### src/rtl/sa_stream_pkg.sv
// Shared stream-packing definitions for the systolic-array input/output path.
// Provides the pack ratio and beat-index width as functions of the stream
// widths, the beat-index type used while accumulating narrow beats, and a
// helper that tests whether a TKEEP vector has every valid byte enabled.
package sa_stream_pkg;

  // Upper bounds for the package-level types; they cover every supported configuration.
  localparam int unsigned BEAT_IDX_MAX_W = 8;
  localparam int unsigned KEEP_MAX_W     = 64;

  // Index of the next lane to fill while accumulating (ACCUM state).
  typedef logic [BEAT_IDX_MAX_W-1:0] beat_idx_t;

  function automatic int unsigned pack_ratio(input int unsigned in_w,
                                             input int unsigned out_w);
    return out_w / in_w;
  endfunction

  function automatic int unsigned beat_idx_width(input int unsigned in_w,
                                                 input int unsigned out_w);
    int unsigned r;
    r = pack_ratio(in_w, out_w);
    return (r <= 2) ? 1 : $clog2(r);
  endfunction

  // True when the low n_bytes bits of keep are all set.
  function automatic logic keep_all_ones(input logic [KEEP_MAX_W-1:0] keep,
                                         input int unsigned           n_bytes);
    logic ok;
    ok = 1'b1;
    for (int unsigned i = 0; i < KEEP_MAX_W; i++) begin
      if ((i < n_bytes) && !keep[i]) ok = 1'b0;
    end
    return ok;
  endfunction

endpackage

### src/rtl/axis_out_reg.sv
// Registered AXI-Stream output slice.
// Holds one word (data/keep/last) with its valid flag and keeps it stable while
// the consumer applies backpressure. A new word may be loaded whenever the slice
// is empty or its current word is leaving in the same cycle (full throughput).
// Ports:
//   clk, rst_n              clock, asynchronous active-low reset
//   load, load_*            write strobe and the word to capture
//   can_load                slice can accept a word this cycle
//   m_tdata/m_tkeep/m_tlast registered output word
//   m_tvalid, m_tready      output handshake
module axis_out_reg #(
  parameter int unsigned DATA_W = 128,
  parameter int unsigned KEEP_W = DATA_W / 8
) (
  input  logic              clk,
  input  logic              rst_n,
  input  logic              load,
  input  logic [DATA_W-1:0] load_data,
  input  logic [KEEP_W-1:0] load_keep,
  input  logic              load_last,
  output logic              can_load,
  output logic [DATA_W-1:0] m_tdata,
  output logic [KEEP_W-1:0] m_tkeep,
  output logic              m_tlast,
  output logic              m_tvalid,
  input  logic              m_tready
);

  logic              valid_q, valid_d;
  logic [DATA_W-1:0] data_q,  data_d;
  logic [KEEP_W-1:0] keep_q,  keep_d;
  logic              last_q,  last_d;

  always_comb begin
    valid_d = valid_q;
    data_d  = data_q;
    keep_d  = keep_q;
    last_d  = last_q;
    if (load) begin
      valid_d = 1'b1;
      data_d  = load_data;
      keep_d  = load_keep;
      last_d  = load_last;
    end else if (m_tready) begin
      valid_d = 1'b0;
    end
  end

  always_ff @(posedge clk or negedge rst_n) begin
    if (!rst_n) begin
      valid_q <= 1'b0;
      data_q  <= '0;
      keep_q  <= '0;
      last_q  <= 1'b0;
    end else begin
      valid_q <= valid_d;
      data_q  <= data_d;
      keep_q  <= keep_d;
      last_q  <= last_d;
    end
  end

  assign can_load = !valid_q || m_tready;
  assign m_tvalid = valid_q;
  assign m_tdata  = data_q;
  assign m_tkeep  = keep_q;
  assign m_tlast  = last_q;

endmodule

### src/rtl/axis_input_packer.sv
// Narrow-to-wide AXI-Stream packer feeding the systolic-array top.
// Collects RATIO = outDataWidth/inDataWidth input beats (first beat in the LSBs)
// into one output word; TLAST flushes a short word with unused lanes zeroed.
// Output goes through a registered slice with full-throughput handshake.
// Ports:
//   clk, rst                clock, asynchronous active-low reset
//   S_AXIS_*                narrow input stream from the DMA
//   M_AXIS_*                wide packed stream to the array top
//   wordCount, packetCount  words / TLAST words accepted downstream (wrapping)
//   keepError               sticky: a non-last beat arrived with partial TKEEP
module axis_input_packer
  import sa_stream_pkg::*;
#(
  parameter int unsigned inDataWidth  = 64,
  parameter int unsigned outDataWidth = 128,
  parameter int unsigned countWidth   = 16
) (
  input  logic                      clk,
  input  logic                      rst,
  input  logic [inDataWidth-1:0]    S_AXIS_TDATA,
  input  logic [inDataWidth/8-1:0]  S_AXIS_TKEEP,
  input  logic                      S_AXIS_TLAST,
  input  logic                      S_AXIS_TVALID,
  output logic                      S_AXIS_TREADY,
  output logic [outDataWidth-1:0]   M_AXIS_TDATA,
  output logic [outDataWidth/8-1:0] M_AXIS_TKEEP,
  output logic                      M_AXIS_TLAST,
  output logic                      M_AXIS_TVALID,
  input  logic                      M_AXIS_TREADY,
  output logic [countWidth-1:0]     wordCount,
  output logic [countWidth-1:0]     packetCount,
  output logic                      keepError
);

  localparam int unsigned RATIO      = pack_ratio(inDataWidth, outDataWidth);
  localparam int unsigned IN_KEEP_W  = inDataWidth / 8;
  localparam int unsigned OUT_KEEP_W = outDataWidth / 8;

  // Reset assertion is asynchronous; release is retimed through two flops so
  // all internal state leaves reset on the same clock edge.
  logic [1:0] rst_sync_q, rst_sync_d;
  logic       int_rst_n;

  always_comb rst_sync_d = {rst_sync_q[0], 1'b1};

  always_ff @(posedge clk or negedge rst) begin
    if (!rst) rst_sync_q <= '0;
    else      rst_sync_q <= rst_sync_d;
  end

  assign int_rst_n = rst_sync_q[1];

  beat_idx_t                 beat_idx_q, beat_idx_d;
  logic [outDataWidth-1:0]   asm_data_q, asm_data_d;
  logic [OUT_KEEP_W-1:0]     asm_keep_q, asm_keep_d;
  logic                      keep_err_q, keep_err_d;
  logic [countWidth-1:0]     word_cnt_q, word_cnt_d;
  logic [countWidth-1:0]     pkt_cnt_q,  pkt_cnt_d;

  logic                      in_fire;
  logic                      out_fire;
  logic                      completing;
  logic                      can_load;
  logic                      out_load;
  logic [outDataWidth-1:0]   merged_data;
  logic [OUT_KEEP_W-1:0]     merged_keep;

  // Ready is gated until internal reset has released so no beat is taken
  // while the assembly state is still held clear.
  assign S_AXIS_TREADY = int_rst_n && can_load;
  assign in_fire       = S_AXIS_TVALID && S_AXIS_TREADY;
  assign out_fire      = M_AXIS_TVALID && M_AXIS_TREADY;
  assign completing    = (beat_idx_q == beat_idx_t'(RATIO - 1)) || S_AXIS_TLAST;

  // Assembly contents with the current beat dropped into lane beat_idx_q;
  // lanes above it are forced empty so a flushed short word carries no junk.
  always_comb begin
    merged_data = asm_data_q;
    merged_keep = asm_keep_q;
    for (int unsigned lane = 0; lane < RATIO; lane++) begin
      if (beat_idx_t'(lane) == beat_idx_q) begin
        merged_data[lane*inDataWidth +: inDataWidth] = S_AXIS_TDATA;
        merged_keep[lane*IN_KEEP_W +: IN_KEEP_W]     = S_AXIS_TKEEP;
      end else if (beat_idx_t'(lane) > beat_idx_q) begin
        merged_data[lane*inDataWidth +: inDataWidth] = '0;
        merged_keep[lane*IN_KEEP_W +: IN_KEEP_W]     = '0;
      end
    end
  end

  always_comb begin
    beat_idx_d = beat_idx_q;
    asm_data_d = asm_data_q;
    asm_keep_d = asm_keep_q;
    keep_err_d = keep_err_q;
    word_cnt_d = word_cnt_q;
    pkt_cnt_d  = pkt_cnt_q;
    out_load   = 1'b0;

    if (in_fire) begin
      if (!S_AXIS_TLAST &&
          !keep_all_ones(KEEP_MAX_W'(S_AXIS_TKEEP), IN_KEEP_W)) begin
        keep_err_d = 1'b1;
      end
      if (completing) begin
        out_load   = 1'b1;
        beat_idx_d = '0;
        asm_data_d = '0;
        asm_keep_d = '0;
      end else begin
        beat_idx_d = beat_idx_q + beat_idx_t'(1);
        asm_data_d = merged_data;
        asm_keep_d = merged_keep;
      end
    end

    if (out_fire) begin
      word_cnt_d = word_cnt_q + 1'b1;
      if (M_AXIS_TLAST) pkt_cnt_d = pkt_cnt_q + 1'b1;
    end
  end

  always_ff @(posedge clk or negedge int_rst_n) begin
    if (!int_rst_n) begin
      beat_idx_q <= '0;
      asm_data_q <= '0;
      asm_keep_q <= '0;
      keep_err_q <= 1'b0;
      word_cnt_q <= '0;
      pkt_cnt_q  <= '0;
    end else begin
      beat_idx_q <= beat_idx_d;
      asm_data_q <= asm_data_d;
      asm_keep_q <= asm_keep_d;
      keep_err_q <= keep_err_d;
      word_cnt_q <= word_cnt_d;
      pkt_cnt_q  <= pkt_cnt_d;
    end
  end

  axis_out_reg #(
    .DATA_W (outDataWidth),
    .KEEP_W (OUT_KEEP_W)
  ) u_out_reg (
    .clk       (clk),
    .rst_n     (int_rst_n),
    .load      (out_load),
    .load_data (merged_data),
    .load_keep (merged_keep),
    .load_last (S_AXIS_TLAST),
    .can_load  (can_load),
    .m_tdata   (M_AXIS_TDATA),
    .m_tkeep   (M_AXIS_TKEEP),
    .m_tlast   (M_AXIS_TLAST),
    .m_tvalid  (M_AXIS_TVALID),
    .m_tready  (M_AXIS_TREADY)
  );

  assign wordCount   = word_cnt_q;
  assign packetCount = pkt_cnt_q;
  assign keepError   = keep_err_q;

endmodule

### config.mk
export PLATFORM = sky130hd
export DESIGN_NAME = axis_input_packer
export DESIGN_NICKNAME = d
export VERILOG_FILES = /design/src/rtl/sa_stream_pkg.sv /design/src/rtl/axis_out_reg.sv /design/src/rtl/axis_input_packer.sv
export SDC_FILE = /design/constraint.sdc
export NUM_CORES = 1
export LEC_CHECK = 0
export CORE_UTILIZATION = 50
export CTS_CLUSTER_DIAMETER = 120
export CTS_CLUSTER_SIZE = 40
export DETAILED_ROUTE_END_ITERATION = 8
export PLACE_DENSITY = 0.86
export RECOVER_POWER = 25
export SYNTH_ARGS = -nofsm -noshare
export SYNTH_HDL_FRONTEND = slang
export SYNTH_SLANG_ARGS = --single-unit
### constraint.sdc
create_clock -name clk -period 11 [get_ports clk]
set_input_delay 2.2 -clock clk [delete_from_list [all_inputs] [get_ports clk]]
set_output_delay 2.2 -clock clk [all_outputs]
set_load 0.03 [all_outputs]
After elaboration in Yosys (flattened, before gate mapping) --
Cells that the tools add are included.
Operators by class: add/sub/neg operators 3, $lt $le $gt $ge 2, mux-type cells 24, reduce and logical (&&, ||, !) cells 13, equal/unequal tests 2
Operators by type and width (count):
- 64-bit 2-to-1 mux | 4
- 128-bit 2-to-1 mux | 1
- 8-bit 2-to-1 mux | 5
- 16-bit by 1-bit adder with 16-bit output (second input constant) | 2
- 1-bit by 8-bit > comparator with 1-bit output (first input constant) | 2
- 16-bit 2-to-1 mux | 1
- 1-bit 2-to-1 mux | 13
- 8-bit by 1-bit adder with 8-bit output (second input constant) | 1
- 1-bit by 8-bit equality test with 1-bit output (first input constant) | 1
- 8-bit by 1-bit equality test with 1-bit output (second input constant) | 1
- 8-bit zero test | 1
- 1-bit logical AND | 4
- 2-bit AND reduction | 2
- 1-bit zero test | 3
- 1-bit logical OR | 2
- 2-bit nonzero test | 1
Word-level totals: output and inout port bits 180, input bits 77, register bits after elaboration 333

Depth between registers and ports, before layout --
depth in word-level cells 12, gate-level depth with buffers 8, depth with buffers taken out 6

Hierarchy --
A second synthesis with hierarchy kept.
Second synthesis, totals: cell total of the unflattened synthesis 1123, area total of the unflattened synthesis 14153.6 um^2
By module, submodules not included:
- axis_input_packer | cells each 814, instances 1, area an instance 8649.5 um^2
- axis_out_reg | cells each 309, instances 1, area an instance 5504.0 um^2

Worst setup path before layout --
OpenSTA, ideal clock, no wires.
kind flip-flop to output port, start register rst_sync_q[1], end output port S_AXIS_TREADY, setup slack 0.358 ns, data required time 8.800 ns, data arrival time 8.442 ns, stages on the path, launching flop included 2, cell sequence dfrtp_1 > and2_1
Between the ends: cells in the longest elaborated chain, start to end 1
Ends and longest elaborated chain:
- from (decl) | line axis_input_packer.sv:41 | logic [1:0] rst_sync_q, rst_sync_d;
- from (signal assigned) | line axis_input_packer.sv:48 | else rst_sync_q <= rst_sync_d;
- 1-bit logical AND | line axis_input_packer.sv:70 | assign S_AXIS_TREADY = int_rst_n && can_load;
- to (decl) | line axis_input_packer.sv:24 | output logic S_AXIS_TREADY,
No other way between the ends.

Final worst setup path --
start register rst_sync_q[1], end register asm_data_q[35]
Between the ends: cells in the longest elaborated chain, start to end 2
Ends and longest elaborated chain:
- 1-bit logical AND | line axis_input_packer.sv:70
- 1-bit logical AND | line axis_input_packer.sv:71 | assign in_fire = S_AXIS_TVALID && S_AXIS_TREADY;
- to (signal assigned) | line axis_input_packer.sv:133 | asm_data_q <= asm_data_d;
- to (decl) | line axis_input_packer.sv:54 | logic [outDataWidth-1:0] asm_data_q, asm_data_d;
No other way between the ends. A chain may end at the register's enable or synchronous reset.

==> results_dict.tcl <==
set metrics [dict create \
    worstPathRequired_ps 11420 \
    final_max_slew_viol_count 230 \
    setup_repair_after_global_routing_missed_its_margin "no" \
    post_synth_main_area_contributors "dfrtp_1 (60%), mux2_1 (9.9%), a22o_1 (9.0%)" \
    tritoncts "yes" \
    combined_buffer_and_inverter_count_along_the_critical_path 2 \
    insertion_delay_ps 520 \
    power.share.switching_pct 36.8 \
    synth_sequential_area_ratio_pct 60.0 \
    dp.cells 1557 \
    holdWs_ps 380 \
    cellPowerDensity_nw_per_um2 223 \
    synthDominantAreaCellType "dfrtp_1" \
    drtPass1Iterations 5 \
    postSynthNetCount 1061 \
    post-route-drc-count 0 \
    crit_chain "clkbuf_1 -> and3_1 -> o21ai_4 -> buf_4 -> a22o_1" \
    asyncSetResetFlopFracSynth_pct 100 \
    crit_type "register to register" \
    highest_routed_metal_layer "met4" \
    die_width_um 169 \
    max_slew.worst_pin.slew_ps 3960 \
    first_global_vias 9341 \
    fin_crit_sh_pct 56.7 \
    irDropWorstVdd_uv 187 \
    net-switching-power_uw 1400 \
    dr_wl_met3_mm 1.88 \
    globalplace.congestion 0.789 \
    clk_pin_slew_ps 140 \
    htreeDepth 1 \
    cts_buffer_count 12 \
    stdcell_count 1573 \
    vias 8840 \
    synth.cell_area_um2 13900 \
    setup.reg_to_reg.worst_slack_ps 4760 \
    number_of_enable_type_register_cells_in_the_synthesized_netlist 0 \
    sum_neg_setup_slack_ps 0 \
    met2RoutedLength_mm 15.0 \
    clock_power_share_pct 15.6 \
    synth.ff_latch_count 333 \
    hold_viol_final 0 \
    drt_first_iter_violations 509 \
    post_route_cells_drive_above_1_share_pct 10.9 \
    global_route.overflow_total 0 \
    net_total_in_the_final_layout 1280 \
    cap_viol_max_count 3 \
    core_um2 27100 \
    syn2layout_area_growth_pct 22.5 \
    global_route.usage.total_pct 22.6 \
    crit_path_max_incr_delay_ps 2850 \
    placementRows 60 \
    timing.final.crit_period_ps 6240 \
    critical_path.endpoint_type "register" \
    dieHeight_um 169 \
    clock-root-buffer "clkbuf_16" \
    ctsResizeCount 0 \
    cts_max_path_buffers 3 \
    max_clock_freq_ghz 0.160 \
    cts_num_sinks 333 \
    outcome "complete, but fails checks" \
    final.setup_skew_ps 53.7 \
    cpMaxStageDelayCell "clkbuf_1" \
    arrival_ps 6660 \
    synth_top_area_share_pct 60.0 \
    overall_die_area_um2 28400 \
    post_cts.repair.setup_buffers 0 \
    worst_hold_path_type "register to register" \
    failed_checks "max-capacitance violations, max-slew violations" \
    synthesis.area_per_instance_um2 14.2 \
    total_leakage_power_uw 0.00776 \
    ios 257 \
    routed_wirelength_mm 31.5 \
    synth_cells 980 \
    wl_met1_mm 14.0 \
    p_int_uw 2400 \
    yosys_warnings 0 \
    worst-path-max-fanout 78 \
    grt_first_pass_wirelength_mm 51.3 \
    antenna_found_initial 1 \
    normalized_max_slew_margin_pct -164 \
    dp.final_hpwl_mm 19.8 \
    synth.lib_cells_used.distinct 40 \
    buffer_ports.inserted 256 \
    power.combinational.fraction_pct 40.6 \
    pin_count_of_the_biggest_net_entering_global_routing 80 \
    cp-start-kind "register" \
    vias_per_cell 5.62 \
    final_antenna_net_count 0 \
    wl_per_cell_um 20.0 \
    kind_of_cell_adding_the_most_delay_to_the_critical_path "buffers and inverters" \
    cts-hold-fix-buffers 0 \
    initial_utilization_pct 51.2 \
    p_seq_share_pct 43.8 \
    timing.final.setup_violations 0 \
    synth-main-ff-cell "dfrtp_1" \
]
==> logic make-up after synthesis <==
logic type / count (synthesis) / share of synthesized area, %
compound gates: 156 / 9.77
other cells: 1 / 0.0270
simple gates: 163 / 6.93
xor+xnor: 33 / 2.08
fa+ha+maj: 4 / 0.360
flops: 333 / 60.0
mux: 221 / 17.9
buf+inv: 69 / 2.93
==> worst reg2reg max path, delay by kind of cell (launching register included) <==
kind / cells / cell delay, ps
buf+inv: 2 / 3300
simple gates: 1 / 770
compound gates: 2 / 730
flops: 1 / 1370
==> final cells by class <==
type | instances | area [um^2]
Inverter | 6 | 22.5
Timing Repair Buffer | 268 | 2640
Clock buffer | 14 | 329
Antenna cell | 1 | 2.50
Multi-Input combinational cell | 578 | 5190
Sequential cell | 333 | 8330
Tap cell | 372 | 465
Fill cell | 2047 | 10100
Clock inverter | 1 | 30.0
==> through the flow <==
stage	util [%]	instance area, um^2	power [uW]	worst slack, ps
floorplan	-	13900	2600	358
global placement	61.5	16700	3200	4950
detailed placement	61.5	16700	3240	4850
CTS	62.8	17000	3830	4860
global route	62.8	17000	3970	3690
finish	62.8	17000	3800	4760
==> layer usage <==
| metal | global-route usage [%] | up-vias |
|---|---|---|
| li1 | - | 3958 |
| met2 | 37.4 | 248 |
| met5 | 0 | - |
| met4 | 4.66 | 0 |
| met3 | 4.63 | 36 |
| met1 | 30.9 | 4598 |
==> state kept, by name (all words and copies together), names as in the netlist <==
register / cells
asm_data_q: 128
u_out_reg.m_tlast: 1
u_out_reg.m_tkeep: 16
u_out_reg.m_tvalid: 1
packetCount: 16
asm_keep_q: 16
rst_sync_q: 2
keepError: 1
beat_idx_q: 8
u_out_reg.m_tdata: 128
wordCount: 16
==> power groups by stage <==
stage                     Combinational (uW)  Sequential [uW]  Clock (uW)
after floorplan                          509             2090           0
after global placement                  1520             1680           0
after detailed placement                1550             1690           0
after CTS                               1560             1670         608
after global routing                    1630             1700         643
final                                   1540             1660         591
==> synth_stat cells, types with 2 or more instances <==
cell type / instances
dfrtp_1: 333
a22o_1: 142
mux2_1: 122
mux2_2: 96
and2_1: 74
buf_2: 28
xnor2_1: 19
clkbuf_1: 18
nand2_1: 17
nand3_1: 16
nand4_1: 16
buf_6: 14
nor2_1: 14
xor2_1: 14
and3_1: 6
inv_1: 6
o21ai_0: 5
ha_1: 4
nor4_1: 4
a21oi_1: 3
mux2i_1: 3
nand2b_1: 3
buf_4: 2
nor3_1: 2
nor4_4: 2
or2_2: 2
or3_1: 2
==> cell usage in the layout (no fill, tap or decap), types with 3 or more instances in the layout <==
cell and count:
dfrtp_1 333, and3_1 6, mux2_1 122, nand2_1 17, nor2_1 14, o21ai_0 5, mux2_2 96, mux2i_1 3
inv_1 6, nand4_1 16, nor4_1 4, ha_1 4, and2_1 74, clkbuf_1 4, clkdlybuf4s50_1 256, buf_4 9
a22o_1 142, xnor2_1 19, xor2_1 14, nand3_1 15, clkbuf_16 13, a21oi_1 3, nand2b_1 3
==> worst paths after layout <==
kind,to,from,cells after the start
max reg2reg,asm_data_q[35]$_DFFE_PN0P_,rst_sync_q[1]$_DFF_PN0_,5
min,rst_sync_q[1]$_DFF_PN0_,rst_sync_q[0]$_DFF_PN0_,0
min in group asynchronous,u_out_reg.m_tkeep[8]$_DFFE_PN0P_,rst_sync_q[1]$_DFF_PN0_,0
min reg2reg,rst_sync_q[1]$_DFF_PN0_,rst_sync_q[0]$_DFF_PN0_,0
max,asm_data_q[35]$_DFFE_PN0P_,rst_sync_q[1]$_DFF_PN0_,5
max in group asynchronous,u_out_reg.m_tdata[113]$_DFFE_PN0P_,rst_sync_q[1]$_DFF_PN0_,2
Power figures use the tool's default switching activity.
